==> src/rtl/scan_sched.sv <==
// Eight-digit multiplexed display scanner: double-buffered digit banks, per-slot
// blanking, masked scan order and a frame_done pulse at each scan wrap.
module scan_sched #(
    parameter int SCAN_DIV  = 100000,
    parameter int BLANK_CYC = 16
) (
    input  logic       clk,
    input  logic       rst,
    input  logic       wr_en,
    input  logic [2:0] wr_addr,
    input  logic [3:0] wr_data,
    output logic       wr_ready,
    input  logic       commit,
    input  logic [7:0] en_mask,
    input  logic       freeze,
    output logic [3:0] D,
    output logic [2:0] AN,
    output logic       blank,
    output logic       frame_done,
    output logic [1:0] state_dbg
);

    localparam int CW = (SCAN_DIV > 2) ? $clog2(SCAN_DIV) : 1;
    localparam logic [CW-1:0] CNT_LAST  = CW'(SCAN_DIV - 1);
    localparam logic [CW-1:0] BLANK_END = CW'(BLANK_CYC - 1);

    typedef enum logic [1:0] {
        IDLE  = 2'd0,
        BLANK = 2'd1,
        SHOW  = 2'd2
    } state_t;

    state_t          state, state_n;
    logic [CW-1:0]   cnt, cnt_n;
    logic [2:0]      sel, sel_n;
    logic            commit_pend;
    logic [3:0]      shadow [8];
    logic [3:0]      active [8];
    logic [2:0]      first_sel, next_sel;
    logic            any_en, wrap, do_copy;

    assign wr_ready  = ~commit_pend;
    assign state_dbg = state;
    assign any_en    = |en_mask;

    // Lowest enabled digit, and the next enabled digit after sel (wrapping 7->0).
    // Iterating downwards lets the smallest index/offset win.
    always_comb begin
        first_sel = 3'd0;
        for (int i = 7; i >= 0; i--) begin
            if (en_mask[i]) first_sel = 3'(i);
        end
        next_sel = sel;
        for (int i = 7; i >= 1; i--) begin
            if (en_mask[3'(sel + 3'(i))]) next_sel = 3'(sel + 3'(i));
        end
    end

    always_comb begin
        state_n = state;
        cnt_n   = cnt;
        sel_n   = sel;
        wrap    = 1'b0;
        if (!freeze) begin
            case (state)
                IDLE: begin
                    if (any_en) begin
                        state_n = BLANK;
                        sel_n   = first_sel;
                        cnt_n   = '0;
                    end
                end
                BLANK, SHOW: begin
                    if (cnt == CNT_LAST) begin
                        cnt_n = '0;
                        if (!any_en) begin
                            state_n = IDLE;
                        end else begin
                            state_n = BLANK;
                            sel_n   = next_sel;
                            wrap    = (next_sel <= sel);
                        end
                    end else begin
                        cnt_n = cnt + 1'b1;
                        if (state == BLANK && cnt == BLANK_END) state_n = SHOW;
                    end
                end
                default: state_n = IDLE;
            endcase
        end
        do_copy = commit_pend && (wrap || state == IDLE);
    end

    always_ff @(posedge clk) begin
        if (!rst) begin
            state <= IDLE;
            cnt   <= '0;
            sel   <= 3'd0;
        end else begin
            state <= state_n;
            cnt   <= cnt_n;
            sel   <= sel_n;
        end
    end

    // Outputs are registered from the state being entered, so they line up with state.
    always_ff @(posedge clk) begin
        if (!rst) begin
            D          <= 4'd0;
            AN         <= 3'd0;
            blank      <= 1'b1;
            frame_done <= 1'b0;
        end else if (freeze) begin
            frame_done <= 1'b0;
        end else begin
            frame_done <= wrap;
            case (state_n)
                BLANK: begin
                    blank <= 1'b1;
                    D     <= 4'd0;
                    AN    <= sel_n;
                end
                SHOW: begin
                    blank <= 1'b0;
                    D     <= active[sel_n];
                    AN    <= sel_n;
                end
                default: begin
                    blank <= 1'b1;
                    D     <= 4'd0;
                end
            endcase
        end
    end

    // Shadow writes are locked out while a copy is pending, so the copy sees a stable bank.
    always_ff @(posedge clk) begin
        if (!rst) begin
            commit_pend <= 1'b0;
            for (int i = 0; i < 8; i++) begin
                shadow[i] <= 4'd0;
                active[i] <= 4'd0;
            end
        end else begin
            if (do_copy) commit_pend <= 1'b0;
            else if (commit) commit_pend <= 1'b1;
            if (wr_en && !commit_pend) shadow[wr_addr] <= wr_data;
            if (do_copy) begin
                for (int i = 0; i < 8; i++) active[i] <= shadow[i];
            end
        end
    end

endmodule

==> config.mk <==
export PLATFORM = sky130hd
export DESIGN_NAME = scan_sched
export DESIGN_NICKNAME = d
export VERILOG_FILES = /design/src/rtl/scan_sched.sv
export SDC_FILE = /design/constraint.sdc
export NUM_CORES = 1
export LEC_CHECK = 0
export ABC_CLOCK_PERIOD_IN_PS = 5500
export BUFFER_PORTS_ARGS = -buffer_cell sky130_fd_sc_hd__buf_2
export CORE_MARGIN = 2
export CORE_UTILIZATION = 45
export CTS_CLUSTER_DIAMETER = 200
export DETAILED_ROUTE_END_ITERATION = 12
export PLACE_DENSITY = 0.72
export SYNTH_ARGS = -nofsm -noshare
export SYNTH_HDL_FRONTEND = slang
export SYNTH_SLANG_ARGS = --single-unit
==> constraint.sdc <==
create_clock -name clk -period 5.5 [get_ports clk]
set_input_delay 1.375 -clock clk [delete_from_list [all_inputs] [get_ports clk]]
set_output_delay 1.375 -clock clk [all_outputs]
set_load 0.05 [all_outputs]
==> run metrics, run 1 <==
CP Data Required Time=5500 ps; leakage=2.20 nW; Core Rows=39; Overall Power=1.66 mW; Detailed Routing Iterations Pass 1=5; RSZ-0062 raised after global routing=no; Worst path slowest cell=ha_1; max-cap violations=0; num ports=32; layout cells sized above 1=15.2%; post-route ant nets=0; VDD IR max=0.195 mV; final HPWL from detailed placement=7790 um; die width=112 um; gpl congestion=0.984; slowest stage delay, CP=670 ps; final hold violation count=0; drt drc=0; Slew Limit Fails=0; count of cell types in the netlist=59; Mapped Nets=526; crit path DAT=4480 ps; H-tree depth=3; setup bufs post-CTS=0; clk_lat worst skew=340 ps; WL final=10900 um; initial core utilization=46.1%; crit start category=flip-flop; Syn Inst Count=496; status=finished clean; Die Ht=112 um; Tcrit/Tclk final=81.6%; share of the yosys chip area belonging to registers=48.5%; Slew HR=22.7%; Worst-path clk slew=70 ps; GRT Overall Usage=18.1%; Clock Skew=7.63 ps; TritonCTS clock tree=built; count of non-filler cells in the finished layout=664; initial DRC count=338; hold-fix buffer count after cts=0; FF+latch count, synth=96; CP most frequent cell=ha_1; Setup violations, final=0; ant diodes=0; HP Class=flip-flop to flip-flop; CTS root buf=clkbuf_16; ys flop type=edfxtp_1; critical path fanouts, max=33; worst hold start=cnt[1]; Mean Syn Cell Area=10.7 sq um; Placed Area=0.00554 sq mm; Core Area=0.0115 sq mm; EDFF count, synth=64; Overflow after GRT=0; post-cts resize count=0; initial antenna violation count=0; clock sink count=96; drt wl/cell=16.4 um; routed via count=3774; CTS buffer count=9; TNS Setup=0 ps; Area Growth Syn to Fin=10.6%; Async SR Flop Fraction=0%; I/O Buffers=31; Post-Layout Inst Area=0.00585 sq mm; largest net degree at the start of global routing=34; Mapped Area=0.00529 sq mm; reg2reg start=sel[0]; Setup crit end kind=flip-flop; die area=0.0126 sq mm; crit-path cells=inv_2 -> ha_1 -> mux2_2 -> mux4_2 -> and4_1 -> nor4b_1 -> a32o_1 -> ha_1 -> a21o_1 -> a21oi_1 -> a31oi_1 -> nor3_1 -> o21ai_0 -> nand2_1 -> buf_4; Pwr Density=283 mW/mm^2; critical path launch point=sel[0]; clock period minus worst slack=4490 ps; first-pass GRT wire length=18200 um; clock buffer depth=2; Slew @ Worst Pin=1150 ps; Fmax=223 MHz; placed insts=648; vias in the first global route=3708; vias per cell=5.68; Nets=546; Synth Warn #=0; critical path class=flip-flop to flip-flop
==> placed cells by master (no fill, tap or decap), drive strengths merged, types with 5 or more instances in the layout <==
master / n
or3: 7
nand4: 5
inv: 20
ha: 10
clkbuf: 9
and3: 6
mux2: 7
a21oi: 19
nand2b: 10
nand3: 11
o21ai: 23
nand2: 36
mux2i: 12
mux4: 17
nor3: 11
nor2: 42
edfxtp: 64
xnor2: 6
xor2: 10
buf: 36
dfxtp: 32
and2: 69
==> power breakdown <==
part | total [mW] | switching, mW | internal [mW]
logic | 0.199 | 0.122 | 0.0771
registers | 0.817 | 0.0122 | 0.804
clock network | 0.639 | 0.277 | 0.362
==> final timing paths <==
check,endpoint,slack [ps],depth (start not counted)
max,active[0][2],1010,15
min,cnt[1],490,2
min reg2reg,cnt[1],490,2
max reg2reg,active[0][2],1010,15
==> state kept, by name (all words and copies together), names as in the netlist <==
signal,cells
AN,3
D,4
active,32
blank,1
cnt,17
commit_pend,1
frame_done,1
sel,3
shadow,32
state_dbg,2
==> layer usage <==
metal	share of wire, %	global-route usage, %	vias up
li1	-	-	1844
met1	45	23.4	1806
met2	50	30.3	99
met3	3.3	3.29	25
met4	2.6	6.91	0
met5	0	0	-
==> area by class of cell <==
class	count	area (sq um)
Tap cell	143	179
Clock inverter	7	86.3
Timing Repair Buffer	36	193
Fill cell	993	5620
Inverter	17	63.8
Sequential cell	96	2560
Clock buffer	9	225
Multi-Input combinational cell	356	2540
==> cell families (layout without fill, tap and decap cells) <==
family                   after synthesis  in the layout  synth area share, %
buffers and inverters                 44             69                 3.50
adder cells (fa/ha/maj)               10             10                 2.37
AO/OA/AOI/OAI                         80             80                 10.1
XOR/XNOR                              16             16                 2.65
flip-flops                            96             96                 48.5
AND/OR/NAND/NOR                      214            214                 21.4
multiplexers                          36             36                 11.6
==> through the flow <==
stage | utilization, % | hold WS (ps) | setup WS, ps
2_1_floorplan | - | 453 | 593
6_report | 51.0 | 492 | 1010
3_3_place_gp | 48.3 | 461 | 761
5_1_grt | 51.0 | 523 | 821
4_1_cts | 51.0 | 488 | 1030
3_5_place_dp | 48.3 | 475 | 700
==> critical path, delay by kind of cell (launching register included) <==
family / cells / cell delay [ps]
AND/OR/NAND/NOR: 4 / 750
adder cells (fa/ha/maj): 2 / 930
flip-flops: 1 / 350
buffers and inverters: 2 / 460
AO/OA/AOI/OAI: 5 / 750
multiplexers: 2 / 910
==> cell usage after synthesis (all sizes together), types with 12 or more instances <==
cell type,instances,area (sq um)
dfxtp,32,641
and2,69,432
clkbuf,21,78.8
mux2i,12,133
inv,17,63.8
a21oi,19,95.1
edfxtp,64,1920
nand2,36,135
mux4,17,402
o21ai,23,115
nor2,42,158
Power figures use the tool's default switching activity.
==> run 2: changes to the inputs <==
--- a/config.mk
+++ b/config.mk
@@ -5,7 +5,7 @@
 export SDC_FILE = /design/constraint.sdc
 export NUM_CORES = 1
 export LEC_CHECK = 0
-export ABC_CLOCK_PERIOD_IN_PS = 5500
+export ABC_CLOCK_PERIOD_IN_PS = 4560
 export BUFFER_PORTS_ARGS = -buffer_cell sky130_fd_sc_hd__buf_2
 export CORE_MARGIN = 2
 export CORE_UTILIZATION = 45
==> constraint.sdc (replaced) <==
create_clock -name clk -period 4.56 [get_ports clk]
set_input_delay 1.14 -clock clk [delete_from_list [all_inputs] [get_ports clk]]
set_output_delay 1.14 -clock clk [all_outputs]
set_load 0.05 [all_outputs]
==> run metrics, run 2 (synthesized netlist as in run 1, its figures left out) <==
Slew Limit Fails=0 (unchanged); vias in the first global route=3802 (was 3708); HP Class=flip-flop to flip-flop (unchanged); Clock Skew=8.45 ps (was 7.63 ps); Tcrit/Tclk final=92.0%; critical path fanouts, max=24 (was 33); initial antenna violation count=0 (unchanged); leakage=2.34 nW (was 2.20 nW); crit path DAT=4290 ps (was 4480 ps); P_sw=0.503 mW (was 0.412 mW); Fmax=238 MHz; Post-Layout Inst Area=0.00607 sq mm (was 0.00585 sq mm); Placed Area=0.00577 sq mm (was 0.00554 sq mm); initial core utilization=46.1% (unchanged); die area=0.0126 sq mm (unchanged); Core Rows=39 (unchanged); Post-Route Utilization=52.9% (was 51.0%); Sequential Power Share=49.6% (was 49.3%); R2R Setup Slk=470 ps (was 1010 ps); VDD IR max=0.295 mV (was 0.195 mV); drt wl/cell=15.9 um (was 16.4 um); final hold slack=482 ps (was 492 ps); routed via count=3835 (was 3774); critical path class=input port to flip-flop (was flip-flop to flip-flop); CTS buffer count=9 (unchanged); post-route ant nets=0 (unchanged); most frequent cells in the layout=and2_1 (69), edfxtp_1 (64), nor2_1 (41) (was and2_1 (69), edfxtp_1 (64), nor2_1 (42)); clock buffer depth=2 (unchanged); clock sink count=96 (unchanged); net switching fraction of the power=25.3% (was 24.9%); commonest non-fill, non-tap cell in the layout=and2_1 (unchanged); GRT Overall Usage=18.3% (was 18.1%); Largest regs=active x32, shadow x32, cnt x17 (unchanged); ant diodes=0 (unchanged); CP Data Required Time=4660 ps (was 5500 ps); drt drc=0 (unchanged); TritonCTS clock tree=built (unchanged); vias per cell=5.53 (was 5.68); P_int=1.48 mW (was 1.24 mW); Nets=575 (was 546); RSZ-0062 raised after global routing=no (unchanged); Comb pwr share=13.7% (was 12.0%); Slew @ Worst Pin=764 ps (was 1150 ps); Worst-path clk slew=70 ps (about the same); final hold violation count=0 (unchanged); gpl congestion=0.898 (was 0.984); status=finished clean (unchanged); Pwr Density=327 mW/mm^2 (was 283 mW/mm^2); clock period minus worst slack=4190 ps; layout cells sized above 1=19.8% (was 15.2%); largest net degree at the start of global routing=34 (unchanged); Core Area=0.0115 sq mm (unchanged); WL final=11000 um (was 10900 um); Area Growth Syn to Fin=14.7% (was 10.6%); Die Ht=112 um (unchanged); setup bufs post-CTS=0 (unchanged); clk_lat worst skew=340 ps (about the same); Detailed Routing Iterations Pass 1=4 (was 5); H-tree depth=3 (unchanged); Setup crit end kind=flip-flop (unchanged); Slew HR=49.0% (was 22.7%); initial DRC count=201 (was 338); hold-fix buffer count after cts=0 (unchanged); CTS root buf=clkbuf_16 (unchanged); crit start category=input port (was flip-flop); first-pass GRT wire length=18400 um (was 18200 um); num ports=32 (unchanged); Setup violations, final=0 (unchanged); final HPWL from detailed placement=8170 um (was 7790 um); Overall Power=1.99 mW (was 1.66 mW); die width=112 um (unchanged); max-cap violations=0 (unchanged); Overflow after GRT=0 (unchanged); I/O Buffers=31 (unchanged); Clock power frac=36.7% (was 38.6%)
[run 2: power groups by stage]
| stage | combinational, mW | sequential, mW | clock [mW] |
|---|---|---|---|
| 2_1_floorplan | 0.172 | 1.01 | 0 |
| 3_3_place_gp | 0.263 | 1.00 | 0 |
| 3_5_place_dp | 0.271 | 1.01 | 0 |
| 4_1_cts | 0.272 | 0.986 | 0.739 |
| 6_report | 0.273 | 0.985 | 0.728 |
| 5_1_grt | 0.299 | 0.988 | 0.778 |
[run 2: per-stage QoR]
step,std cells,setup WS [ps],TNS [ps]
6_report,693,367,0
3_3_place_gp,677,-305,-7280
2_1_floorplan,496,172,0
3_5_place_dp,677,-442,-10020
4_1_cts,693,212,0
5_1_grt,693,119,0
[run 2: worst max-delay path, stage by stage]
cell,delay [ps]
buf_2,150
mux4_1,590
mux2_2,340
a21oi_1,160
o221ai_1,140
a32o_1,250
ha_1,300
a21o_1,110
a21oi_1,60
a31oi_1,210
nor3_1,70
o21ai_0,410
nor2_4,170
and2_1,210
[run 2: area by class of cell]
class	count	area [sq um]
Clock inverter	5	43.8
Multi-Input combinational cell	356	2550
Clock buffer	11	243
Inverter	17	63.8
Fill cell	995	5400
Tap cell	143	179
Sequential cell	96	2560
Timing Repair Buffer	65	423
[run 2: path summary, 6_finish.rpt]
kind | end | start | cells after the start
max | active[4][1] | en_mask[2] | 14
min | cnt[1] | cnt[1] | 2
max reg2reg | active[4][1] | sel[1] | 15
min reg2reg | cnt[1] | cnt[1] | 2
[run 2: what timing repair did]
| item | in CTS | in global routing |
|---|---|---|
| resized for setup | 1 | 1 |
| setup endpoints to repair | 24 | 24 |
| endpoints found under the hold margin | 0 | 0 |
[run 2: layer usage]
layer,vias up,share of wire [%],track usage [%]
met3,14,4.6,4.37
met2,76,49,30.5
met1,1848,45,23.9
met4,0,1.4,5.37
li1,1897,-,-
met5,-,0,0
==> run 3: changes to the inputs <==
--- a/config.mk
+++ b/config.mk
@@ -5,6 +5,7 @@
 export SDC_FILE = /design/constraint.sdc
 export NUM_CORES = 1
 export LEC_CHECK = 0
+export ABC_AREA = 1
 export ABC_CLOCK_PERIOD_IN_PS = 4560
 export BUFFER_PORTS_ARGS = -buffer_cell sky130_fd_sc_hd__buf_2
 export CORE_MARGIN = 2
==> run metrics, run 3 <==
status=finished clean (unchanged); final hold slack=461 ps (was 482 ps); max-cap violations=0 (unchanged); num ports=32 (unchanged); largest net degree at the start of global routing=34 (unchanged); mux share of post-synthesis cell area=0% (was 11.6%); Buf/Inv on CP=3 (was 1); final HPWL from detailed placement=7830 um (was 8170 um); WL final=10500 um (was 11000 um); die area=0.0124 sq mm (was 0.0126 sq mm); clock sink count=96 (unchanged); GRT Overall Usage=17.8% (was 18.3%); Synth Warn #=0 (unchanged); VDD IR max=0.228 mV (was 0.295 mV); HP Class=flip-flop to flip-flop (unchanged); drt wl/cell=12.6 um (was 15.9 um); Async SR Flop Fraction=0% (unchanged); RSZ-0062 raised after global routing=no (unchanged); top cells by count, synth=nand2_1 (128), inv_1 (117), nor2_1 (91) (was and2_1 (69), edfxtp_1 (64), nor2_1 (42)); Pwr Density=370 mW/mm^2 (was 327 mW/mm^2); Setup crit end kind=flip-flop (unchanged); critical path launch point=sel[1] (was en_mask[2]); Die Ht=111 um (was 112 um); routed via count=4190 (was 3835); Synth Area in Compound Gates=6.96% (was 10.1%); critical path fanouts, max=33 (was 24); largest area contributor in the netlist=edfxtp_1 (unchanged); H-tree depth=3 (unchanged); main area contributors after synthesis=edfxtp_1 (37%), dfxtp_1 (12%), nand2_1 (9.3%) (was edfxtp_1 (36%), dfxtp_1 (12%), and2_1 (8.2%)); layout cells sized above 1=11.0% (was 19.8%); Synth top area share=37.0% (was 36.3%); hold-fix buffer count after cts=0 (unchanged); Mapped Area=0.00519 sq mm (was 0.00529 sq mm); Worst-path clk slew=60 ps (was 70 ps); commonest non-fill, non-tap cell in the layout=nand2_1 (was and2_1); Area Growth Syn to Fin=11.6% (was 14.7%); count of cell types in the netlist=38 (was 59); initial DRC count=420 (was 201); R2R Setup Slk=630 ps (was 470 ps); Clock Skew=4.85 ps (was 8.45 ps); leakage=2.62 nW (was 2.34 nW); simple-gate share of the synthesized area=29.6% (was 21.4%); Worst path slowest cell=dfxtp_1 (was mux4_1); Overall Power=2.14 mW (was 1.99 mW); vias in the first global route=3917 (was 3802); CP top delay family=simple AND/OR/NAND/NOR gates (was compound AO/OA/AOI/OAI gates); CP most frequent cell=nand2_1 (was a21oi_1); TritonCTS clock tree=built (unchanged); die width=111 um (was 112 um); EDFF count, synth=64 (unchanged); Nets=713 (was 575); Core Rows=39 (unchanged); Slew @ Worst Pin=732 ps (was 764 ps); clock period minus worst slack=3930 ps (was 4190 ps); setup bufs post-CTS=0 (unchanged); largest family of logic cells by synthesized area=simple AND/OR/NAND/NOR gates (unchanged); post-route ant nets=0 (unchanged); CTS root buf=clkbuf_16 (unchanged); crit-path cells=inv_2 -> ha_1 -> inv_2 -> nand3_1 -> nand3_1 -> nand2_1 -> nand3_1 -> nand2_1 -> nand2_1 -> nand3_1 -> nand3_1 -> nand2_1 -> nand2_1 -> nand2_1 -> nand2_1 -> ha_1 -> a21oi_1 -> o21ai_0 -> a211o_1 -> nand2_1 -> nand2_1 -> nand2_1 -> buf_4 (was buf_2 -> mux4_1 -> mux2_2 -> a21oi_1 -> o221ai_1 -> a32o_1 -> ha_1 -> a21o_1 -> a21oi_1 -> a31oi_1 -> nor3_1 -> o21ai_0 -> nor2_4 -> and2_1); reg2reg start=sel[1] (unchanged); ys flop type=edfxtp_1 (unchanged); Slew HR=50.7% (was 49.0%); vias per cell=5.04 (was 5.53); crit start category=flip-flop (was input port); CTS buffer count=9 (unchanged); I/O Buffers=31 (unchanged); placed insts=815 (was 677); FF+latch count, synth=96 (unchanged); Largest regs=active x32, shadow x32, cnt x17 (unchanged); gpl congestion=0.934 (was 0.898); Syn Inst Count=652 (was 496); post-cts resize count=0 (was 1); Tcrit/Tclk final=86.2% (was 92.0%); Critical Path Sink=active[6][1] (was active[4][1]); most frequent cells in the layout=nand2_1 (128), inv_1 (117), nor2_1 (91) (was and2_1 (69), edfxtp_1 (64), nor2_1 (41)); cells on worst reg2reg path=23 (was 15); Detailed Routing Iterations Pass 1=5 (was 4); Fmax=254 MHz (was 238 MHz); critical path class=flip-flop to flip-flop (was input port to flip-flop); clock buffer depth=2 (unchanged); ant diodes=0 (unchanged); initial antenna violation count=0 (unchanged); XOR/XNOR Fraction of Synth Area=0.867% (was 2.65%); crit path DAT=3930 ps (was 4290 ps); final hold violation count=0 (unchanged); initial core utilization=45.9% (was 46.1%); Core Area=0.0113 sq mm (was 0.0115 sq mm); CP Data Required Time=4560 ps (was 4660 ps); count of non-filler cells in the finished layout=831 (was 693); Mapped Nets=682 (was 526); slowest stage delay, CP=560 ps (was 590 ps); reg2reg end=active[6][1] (was active[4][1]); cell with the most instances after synthesis=nand2_1 (was and2_1); clk_lat worst skew=340 ps (about the same); Overflow after GRT=0 (unchanged); adder-cell share of the synthesized area=2.41% (was 2.37%); Slew Limit Fails=0 (unchanged); Post-Route Utilization=51.2% (was 52.9%); share of the yosys chip area belonging to registers=49.3% (was 48.5%); critical path depth in cells=23 (was 14); drt drc=0 (unchanged); TNS Setup=0 ps (unchanged); first-pass GRT wire length=18000 um (was 18400 um); Mean Syn Cell Area=7.97 sq um (was 10.7 sq um); Setup violations, final=0 (unchanged)
run 3: changes by cell type after synthesis, sizes merged, moves of 8 or more:
| cell | previous run | this run |
|---|---|---|
| nand3 | 11 | 84 |
| nand2b | 10 | 0 |
| xor2 | 10 | 2 |
| mux2i | 12 | 0 |
| a21oi | 19 | 31 |
| nor2 | 42 | 92 |
| clkbuf | 21 | 6 |
| mux4 | 17 | 0 |
| and2 | 69 | 0 |
| nand2 | 36 | 142 |
| inv | 17 | 122 |
run 3: cell type report:
cell class              count  area, sq um
clock buffers               9          225
clock inverters             7          110
fillers                  1061         5530
inverters                 122          458
multi-input cells         418         2070
flip-flops and latches     96         2560
well taps                 143          179
repair buffers             36          193
run 3: cells by family after synthesis:
| family | after synthesis |
|---|---|
| AO/OA/AOI/OAI | 63 |
| XOR/XNOR | 3 |
| adder cells (fa/ha/maj) | 10 |
| buffers and inverters | 138 |
| flip-flops | 96 |
| AND/OR/NAND/NOR | 342 |
run 3: where the power goes:
part | leakage (nW) | switching, mW | total (mW) | internal, mW
Combinational | 1.54 | 0.217 | 0.318 | 0.102
Clock | 0.157 | 0.308 | 0.839 | 0.530
Sequential | 0.932 | 0.0165 | 0.986 | 0.969
run 3: worst min-delay path: stages (launching register included):
cell     delay, ps
dfxtp_1        310
nand2_1         50
a21oi_1         50
run 3: metal layers:
metal / share of wire, % / track usage, %
met5: 0 / 0
met4: 2.1 / 7.82
met1: 44 / 22.3
met3: 4.7 / 3.86
met2: 49 / 29.8
run 3: how the worst min path moves through the flow:
| stage | slack (ps) | depth (start not counted) | from | to |
|---|---|---|---|---|
| finish | 460 | 2 | D[0] | D[0] |
| global route | 480 | 2 | D[1] | D[1] |
| CTS | 470 | 2 | D[3] | D[3] |
| detailed placement | 460 | 2 | D[3] | D[3] |
| global placement | 460 | 2 | D[1] | D[1] |
| floorplan | 430 | 1 | cnt[2] | cnt[2] |
run 3: through the flow:
stage	worst slack, ps	instance area [sq um]
3_5_place_dp	652	5460
5_1_grt	182	5790
2_1_floorplan	670	5190
6_report	629	5790
4_1_cts	686	5790
3_3_place_gp	743	5460
